**config.mk**
```make
export PLATFORM = sky130hd
export DESIGN_NAME = pipe_ctrl
export DESIGN_NICKNAME = d
export VERILOG_FILES = /design/src/rtl/pipe_ctrl.sv
export SDC_FILE = /design/constraint.sdc
export NUM_CORES = 1
export LEC_CHECK = 0
export ABC_AREA = 1
export CORE_MARGIN = 10
export CORE_UTILIZATION = 43
export DETAILED_ROUTE_END_ITERATION = 8
export GPL_TIMING_DRIVEN = 0
export PLACE_DENSITY_LB_ADDON = 0.15
export REMOVE_ABC_BUFFERS = 1
export SYNTH_ARGS = -nofsm -noshare
export SYNTH_HDL_FRONTEND = slang
export SYNTH_SLANG_ARGS = --single-unit
```
**constraint.sdc**
```tcl
create_clock -name clk -period 4.85 [get_ports clk]
set_input_delay 1.455 -clock clk [delete_from_list [all_inputs] [get_ports clk]]
set_output_delay 1.455 -clock clk [all_outputs]
set_load 0.03 [all_outputs]
```
**src/rtl/pipe_ctrl.sv**
```systemverilog
// pipe_ctrl: pipeline control for the RV32 core. Arbitrates trap/jump PC
// redirects against stall requesters, defers redirects blocked by an
// execute-stage stall, and inserts fetch bubbles after every redirect.
module pipe_ctrl #(
  parameter int unsigned ADDR_W    = 32,
  parameter int unsigned NSTAGE    = 3,
  parameter int unsigned NHOLD     = 4,
  parameter int unsigned FLUSH_CYC = 2,
  localparam int unsigned SW       = (NSTAGE > 1) ? $clog2(NSTAGE) : 1
) (
  input  logic                clk,
  input  logic                rst,
  input  logic                jump_flag_i,
  input  logic [ADDR_W-1:0]   jump_addr_i,
  input  logic                trap_flag_i,
  input  logic [ADDR_W-1:0]   trap_addr_i,
  input  logic [NHOLD-1:0]    hold_req_i,
  input  logic [NHOLD*SW-1:0] hold_lvl_i,
  output logic                jump_flag_o,
  output logic [ADDR_W-1:0]   jump_addr_o,
  output logic [NSTAGE-1:0]   hold_o,
  output logic [NSTAGE-1:0]   flush_o,
  output logic                busy_o
);

  localparam int unsigned CW = (FLUSH_CYC > 1) ? $clog2(FLUSH_CYC + 1) : 1;

  localparam logic [1:0] RUN   = 2'd0;
  localparam logic [1:0] PEND  = 2'd1;
  localparam logic [1:0] FLUSH = 2'd2;

  logic [1:0]        state_q, state_d;
  logic              pend_valid_q, pend_valid_d;
  logic              pend_is_trap_q, pend_is_trap_d;
  logic [ADDR_W-1:0] pend_addr_q, pend_addr_d;
  logic [CW-1:0]     cnt_q, cnt_d;

  logic [NSTAGE-1:0] hraw;
  logic [SW-1:0]     lvl;
  logic              new_req;
  logic [ADDR_W-1:0] new_tgt;
  logic              jf_c;
  logic [ADDR_W-1:0] ja_c;
  logic [NSTAGE-1:0] hold_c;
  logic [NSTAGE-1:0] flush_c;

  // Raw stall vector: requester k stalls stages 0..clamp(lvl_k)
  always_comb begin
    hraw = '0;
    lvl  = '0;
    for (int unsigned k = 0; k < NHOLD; k++) begin
      lvl = hold_lvl_i[k*SW +: SW];
      if (32'(lvl) >= NSTAGE) lvl = SW'(NSTAGE - 1);
      for (int unsigned i = 0; i < NSTAGE; i++) begin
        if (hold_req_i[k] && (32'(lvl) >= i)) hraw[i] = 1'b1;
      end
    end
  end

  assign new_req = trap_flag_i | jump_flag_i;
  assign new_tgt = trap_flag_i ? trap_addr_i : jump_addr_i;

  // Redirect arbitration, deferral and bubble counting
  always_comb begin
    state_d        = state_q;
    pend_valid_d   = pend_valid_q;
    pend_is_trap_d = pend_is_trap_q;
    pend_addr_d    = pend_addr_q;
    cnt_d          = cnt_q;
    jf_c           = 1'b0;
    ja_c           = '0;
    hold_c         = hraw;
    flush_c        = '0;
    if (state_q == FLUSH) flush_c[0] = 1'b1;

    if ((pend_valid_q || new_req) && !hraw[NSTAGE-1]) begin
      // Issue: a new trap wins, then whatever is pending, then a new jump.
      jf_c = 1'b1;
      if (trap_flag_i)       ja_c = trap_addr_i;
      else if (pend_valid_q) ja_c = pend_addr_q;
      else                   ja_c = jump_addr_i;
      flush_c = '0;
      for (int unsigned i = 0; i + 1 < NSTAGE; i++) begin
        flush_c[i] = 1'b1;
        hold_c[i]  = 1'b0;
      end
      cnt_d          = CW'(FLUSH_CYC - 1);
      pend_valid_d   = 1'b0;
      pend_is_trap_d = 1'b0;
      pend_addr_d    = '0;
      state_d        = (FLUSH_CYC > 1) ? FLUSH : RUN;
    end else if (pend_valid_q || new_req) begin
      // Execute stalled: capture the request; only a trap may replace a pending jump.
      if (!pend_valid_q) begin
        pend_valid_d   = 1'b1;
        pend_is_trap_d = trap_flag_i;
        pend_addr_d    = new_tgt;
      end else if (trap_flag_i && !pend_is_trap_q) begin
        pend_is_trap_d = 1'b1;
        pend_addr_d    = trap_addr_i;
      end
      state_d = PEND;
    end else if (state_q == FLUSH && !hraw[0]) begin
      cnt_d = cnt_q - CW'(1);
      if (cnt_q <= CW'(1)) state_d = RUN;
    end
  end

  // State and pending-redirect registers
  always_ff @(posedge clk or posedge rst) begin
    if (rst) begin
      state_q        <= RUN;
      pend_valid_q   <= 1'b0;
      pend_is_trap_q <= 1'b0;
      pend_addr_q    <= '0;
      cnt_q          <= '0;
    end else begin
      state_q        <= state_d;
      pend_valid_q   <= pend_valid_d;
      pend_is_trap_q <= pend_is_trap_d;
      pend_addr_q    <= pend_addr_d;
      cnt_q          <= cnt_d;
    end
  end

  // Outputs are combinational from inputs, so reset must mask them directly.
  assign jump_flag_o = jf_c & ~rst;
  assign jump_addr_o = rst ? '0 : ja_c;
  assign hold_o      = rst ? '0 : hold_c;
  assign flush_o     = rst ? '0 : flush_c;
  assign busy_o      = ~rst & (state_q != RUN);

endmodule

```
Yosys cells after proc, flatten, opt, wreduce, memory -nomap -nowiden
Index checks and enable logic that the tools add are counted.
{"block": "classes", "eq_ne": 3, "mux": 44, "n_shift": 0, "n_reduce_logical": 23, "n_mul": 0, "magnitude_cmp": 13, "add_sub_neg": 1, "n_bitwise": 4, "div_mod_pow": 0}
{"op": "32-bit two-way mux", "count": 9}
{"op": "2-bit two-way mux", "count": 13}
{"op": "1-bit two-way mux", "count": 20}
{"op": "2-bit greater-or-equal comparator (second input constant)", "count": 8}
{"op": "1-bit logical AND", "count": 11}
{"op": "2-bit by 1-bit greater-or-equal comparator with 1-bit output (second input constant)", "count": 4}
{"op": "3-bit two-way mux", "count": 2}
{"op": "2-bit AND reduction", "count": 3}
{"op": "2-bit nonzero test", "count": 3}
{"op": "3-bit nonzero test", "count": 2}
{"op": "1-bit logical NOT", "count": 3}
{"op": "3-bit by 1-bit != test with 1-bit output (second input constant)", "count": 1}
{"op": "1-bit AND", "count": 2}
{"op": "2-bit == test (second input constant)", "count": 1}
{"op": "2-bit by 1-bit <= comparator with 1-bit output (second input constant)", "count": 1}
{"op": "2-bit by 1-bit != test with 1-bit output (second input constant)", "count": 1}
{"op": "2-bit by 1-bit subtractor with 2-bit output (second input constant)", "count": 1}
{"op": "1-bit logical OR", "count": 1}
{"op": "1-bit inverter", "count": 1}
{"op": "1-bit OR", "count": 1}
{"block": "totals", "in_bits": 80, "romBits": 0, "elab_cells": 93, "latch_bits": 0, "mem_count": 0, "mem_bits_rw": 0, "reg_bits": 38}

Depth between registers and ports, before layout
{"block": "logic_depth", "depth_word": 12, "depth_mapped": 9}

Worst setup path after synthesis
OpenSTA, ideal clock, no wires.
{"block": "synth_timing", "kind": "input -> output", "start": "input rst", "end": "output flush_o[1]", "cell_stages": 5, "t_required_ns": 3.395, "path_buffers": 2, "setup_slack_ns": 0.247, "arrival_time_ns": 3.148, "path_cell_list": "inv_1 nand2_2 buf_4 inv_1 buf_4"}
{"block": "synth_between", "elab_chain_cells": 1}
{"item": "start: declaration", "line": "12", "text": "input logic rst,"}
{"item": "3-bit two-way mux", "line": "130", "text": "assign flush_o = rst ? '0 : flush_c;"}
{"item": "end: declaration", "line": "22", "text": "output logic [NSTAGE-1:0] flush_o,"}
No other way between the ends.

Worst setup path in the final report
{"block": "layout_timing", "start": "input hold_req_i[2]", "end": "output jump_addr_o[9]"}
{"block": "layout_between", "elab_chain_cells": 7}
{"item": "start: declaration", "line": "17", "text": "input logic [NHOLD-1:0] hold_req_i,"}
{"item": "1-bit logical AND", "line": "55", "text": "if (hold_req_i[k] && (32'(lvl) >= i)) hraw[i] = 1'b1;"}
{"item": "1-bit two-way mux (2 in series)", "line": "55"}
{"item": "1-bit logical NOT", "line": "76", "text": "if ((pend_valid_q || new_req) && !hraw[NSTAGE-1]) begin"}
{"item": "1-bit logical AND", "line": "76"}
{"item": "32-bit two-way mux", "line": "76"}
{"item": "32-bit two-way mux", "line": "128", "text": "assign jump_addr_o = rst ? '0 : ja_c;"}
{"item": "end: declaration", "line": "20", "text": "output logic [ADDR_W-1:0] jump_addr_o,"}
No other way between the ends.

==> flow_summary.toml <==
[global_route]
antenna_found_initial = 0
grt_usage = 0.176
grt_max_degree = 65
grt_pass1_vias = 3097
grt-ovfl-total = 0
grt_pass1_wl_um = 14800

[placement]
gp_congestion = 0.808
io_buffers = 118
dp_hpwl_um = 6000

[synth]
synth_top_cells_by_area = "dfrtp_1 (35%), nand2_1 (26%), nor2_1 (14%)"
ys_ff_latch = 38
ys_seq_area_frac = 0.345
syn_area_per_cell_sq_um = 6.02
syn_inst = 457
synth_top_area_cell = "dfrtp_1"
synth_cell_types = 22
ys_warn_count = 0
netlist_area_sq_um = 2750
yosysTopAreaCellShare = 0.345

[route]
vias = 3196
avgRoutedWirePerCell_um = 14.5
drtAntennaViolNets = 0
routed_via_density = 5.02
first_pass_iters = 4
drt-initial-drc-count = 170
drt-total-wl_um = 9240
drc = 0

[floorplanning]
dieArea_sq_um = 10000
initial_core_util = 0.439
rows = 29
die_width_um = 100
die_h_um = 100
coreArea_sq_um = 6280
io-pin-count = 120

[clock_tree]
clock-sinks = 38
clockBufferDepth = 2
tritoncts = "yes"
clock_latency_ps = 290
h-tree-depth = 2
cts_root_buf = "clkbuf_8"
holdBufCountCts = 0
clk_pin_slew_ps = 70
numCtsBuffers = 5

[worst_setup_path]
r2r_slack_ps = 2980
critPathCaptureType = "output pin"
path_class = "in2out"
crit_fanout = 33
r2r-end = "pend_addr_q[17]$_DFFE_PP0P_"
cp.required_ps = 3390
cp-startpoint = "hold_req_i[2]"
cp.arrival_ps = 3290
r2r_start = "pend_valid_q$_DFFE_PP0P_"
r2r_cells = 6
start_kind = "input pin"

[cells_and_area]
mostFrequentLayoutCells = "nand2_1 (188), nor2_1 (101), clkdlybuf4s50_1 (82)"
fin_util = 0.647
antenna_cells = 0
area_delta_synth_final_pct = 47.5
nets = 640
final_common_cell = "nand2_1"
drive_gt1_frac = 0.104

[worst_hold_path]
min_to = "cnt_q[1]$_DFFE_PP0P_"
holdPathStages = 2
hold_start = "cnt_q[1]$_DFFE_PP0P_"
hold_class = "reg2reg"

[sta]
slew_headroom = 0.448
finalCriticalPeriod_ps = 4740
maxSlewViolCount = 0
fin_crit_sh = 0.978
finalHoldViolations = 0
rsz0062_at_grt = "true"
final-setup-viol-count = 0
clock.fmax_mhz = 211
fin_skew_ps = 7.96
worst_pin_slew_ps = 826

[power_and_ir_drop]
power.density_nw_per_um2 = 252
power_mw = 1.02
vdd_drop_max_mv = 0.158
p_leak_nw = 2.04

[status]
status = "finished clean"

[job]
maxCapViolations = 0
[metrics by stage]
stage	setup WS [ps]	instances	TNS [ps]	area, sq um	hold WS [ps]
after floorplan	36.0	430	0	2580	469
after global placement	-2250	625	-79850	3860	486
after detailed placement	-1020	625	-34440	3850	496
after CTS	0.322	635	0	4040	515
after global routing	-36.1	637	-54.0	4060	533
final	109	637	0	4060	511
[layout make-up]
| type | count | area (sq um) |
|---|---|---|
| tap | 77 | 96.3 |
| timing repair buffer | 120 | 1230 |
| clock inverter | 1 | 5.00 |
| fill | 590 | 2220 |
| inverter | 16 | 65.1 |
| sequential | 38 | 951 |
| multi-input combinational | 378 | 1620 |
| clock buffer | 7 | 86.3 |
[synthesized netlist by cell type]
| cell type | number |
|---|---|
| nand2_2 | 2 |
| nand4_1 | 1 |
| buf_2 | 14 |
| or2_2 | 1 |
| nand2_4 | 2 |
| clkbuf_1 | 3 |
| dfrtp_1 | 38 |
| nor2_1 | 101 |
| ha_1 | 1 |
| inv_1 | 13 |
| and3_1 | 3 |
| nor2_2 | 1 |
| nand2_1 | 188 |
| a21oi_1 | 31 |
| nand3_1 | 41 |
| nor2_4 | 1 |
| o21ai_0 | 1 |
| buf_4 | 6 |
| buf_6 | 4 |
| nor2_8 | 1 |
| conb_1 | 1 |
| inv_2 | 3 |
[power by group]
group	switching (mW)	total [mW]	internal (mW)
registers	0.0348	0.412	0.377
clock network	0.108	0.222	0.115
logic	0.226	0.388	0.162
total	0.368	1.02	0.653
[kinds of logic (layout without fill, tap and decap cells)]
group,count (synthesis),after routing,share of synthesized area
other,1,1,0.00136
buffers and inverters,43,144,0.0841
adder cells (fa/ha/maj),1,1,0.00454
AO/OA/AOI/OAI,32,32,0.0582
flip-flops,38,38,0.345
AND/OR/NAND/NOR,342,344,0.506
[routing by layer]
| metal | global-route usage | share of wire | vias up |
|---|---|---|---|
| met3 | 0.0412 | 0.072 | 2 |
| met2 | 0.309 | 0.50 | 113 |
| met5 | 0 | 0 | - |
| met4 | 0.0500 | 0.0032 | 0 |
| li1 | - | - | 1625 |
| met1 | 0.208 | 0.42 | 1456 |
[state kept, by name, indices dropped and copies added (netlist names)]
name	flops
pend_is_trap_q	1
pend_valid_q	1
pend_addr_q	32
state_q	2
cnt_q	2
[how the worst max path moves through the flow]
stage	to	cells after the start	slack [ps]
6_report	jump_addr_o[9]	9	110
5_1_grt	hold_o[1]	5	-40
4_1_cts	hold_o[1]	5	0.3
3_5_place_dp	jump_addr_o[19]	8	-1020
3_3_place_gp	jump_addr_o[3]	8	-2250
2_1_floorplan	jump_addr_o[0]	3	40
[worst max-delay path, stage by stage]
cell and delay, ps:
clkdlybuf4s50_1 450, nand2_1 80, nand2_1 100, nor2_4 210
nand2_8 150, inv_2 150, nand2_8 160, nor2_1 170
clkdlybuf4s15_2 330
[repair_timing]
item | in CTS | in global routing
resized for setup | 109 | 1
setup buffers | 1 | 1
setup endpoints to repair | 37 | 36
pin swaps | 2 | 2
cloned | 1 | 1
(Power assumes the default switching activity.)
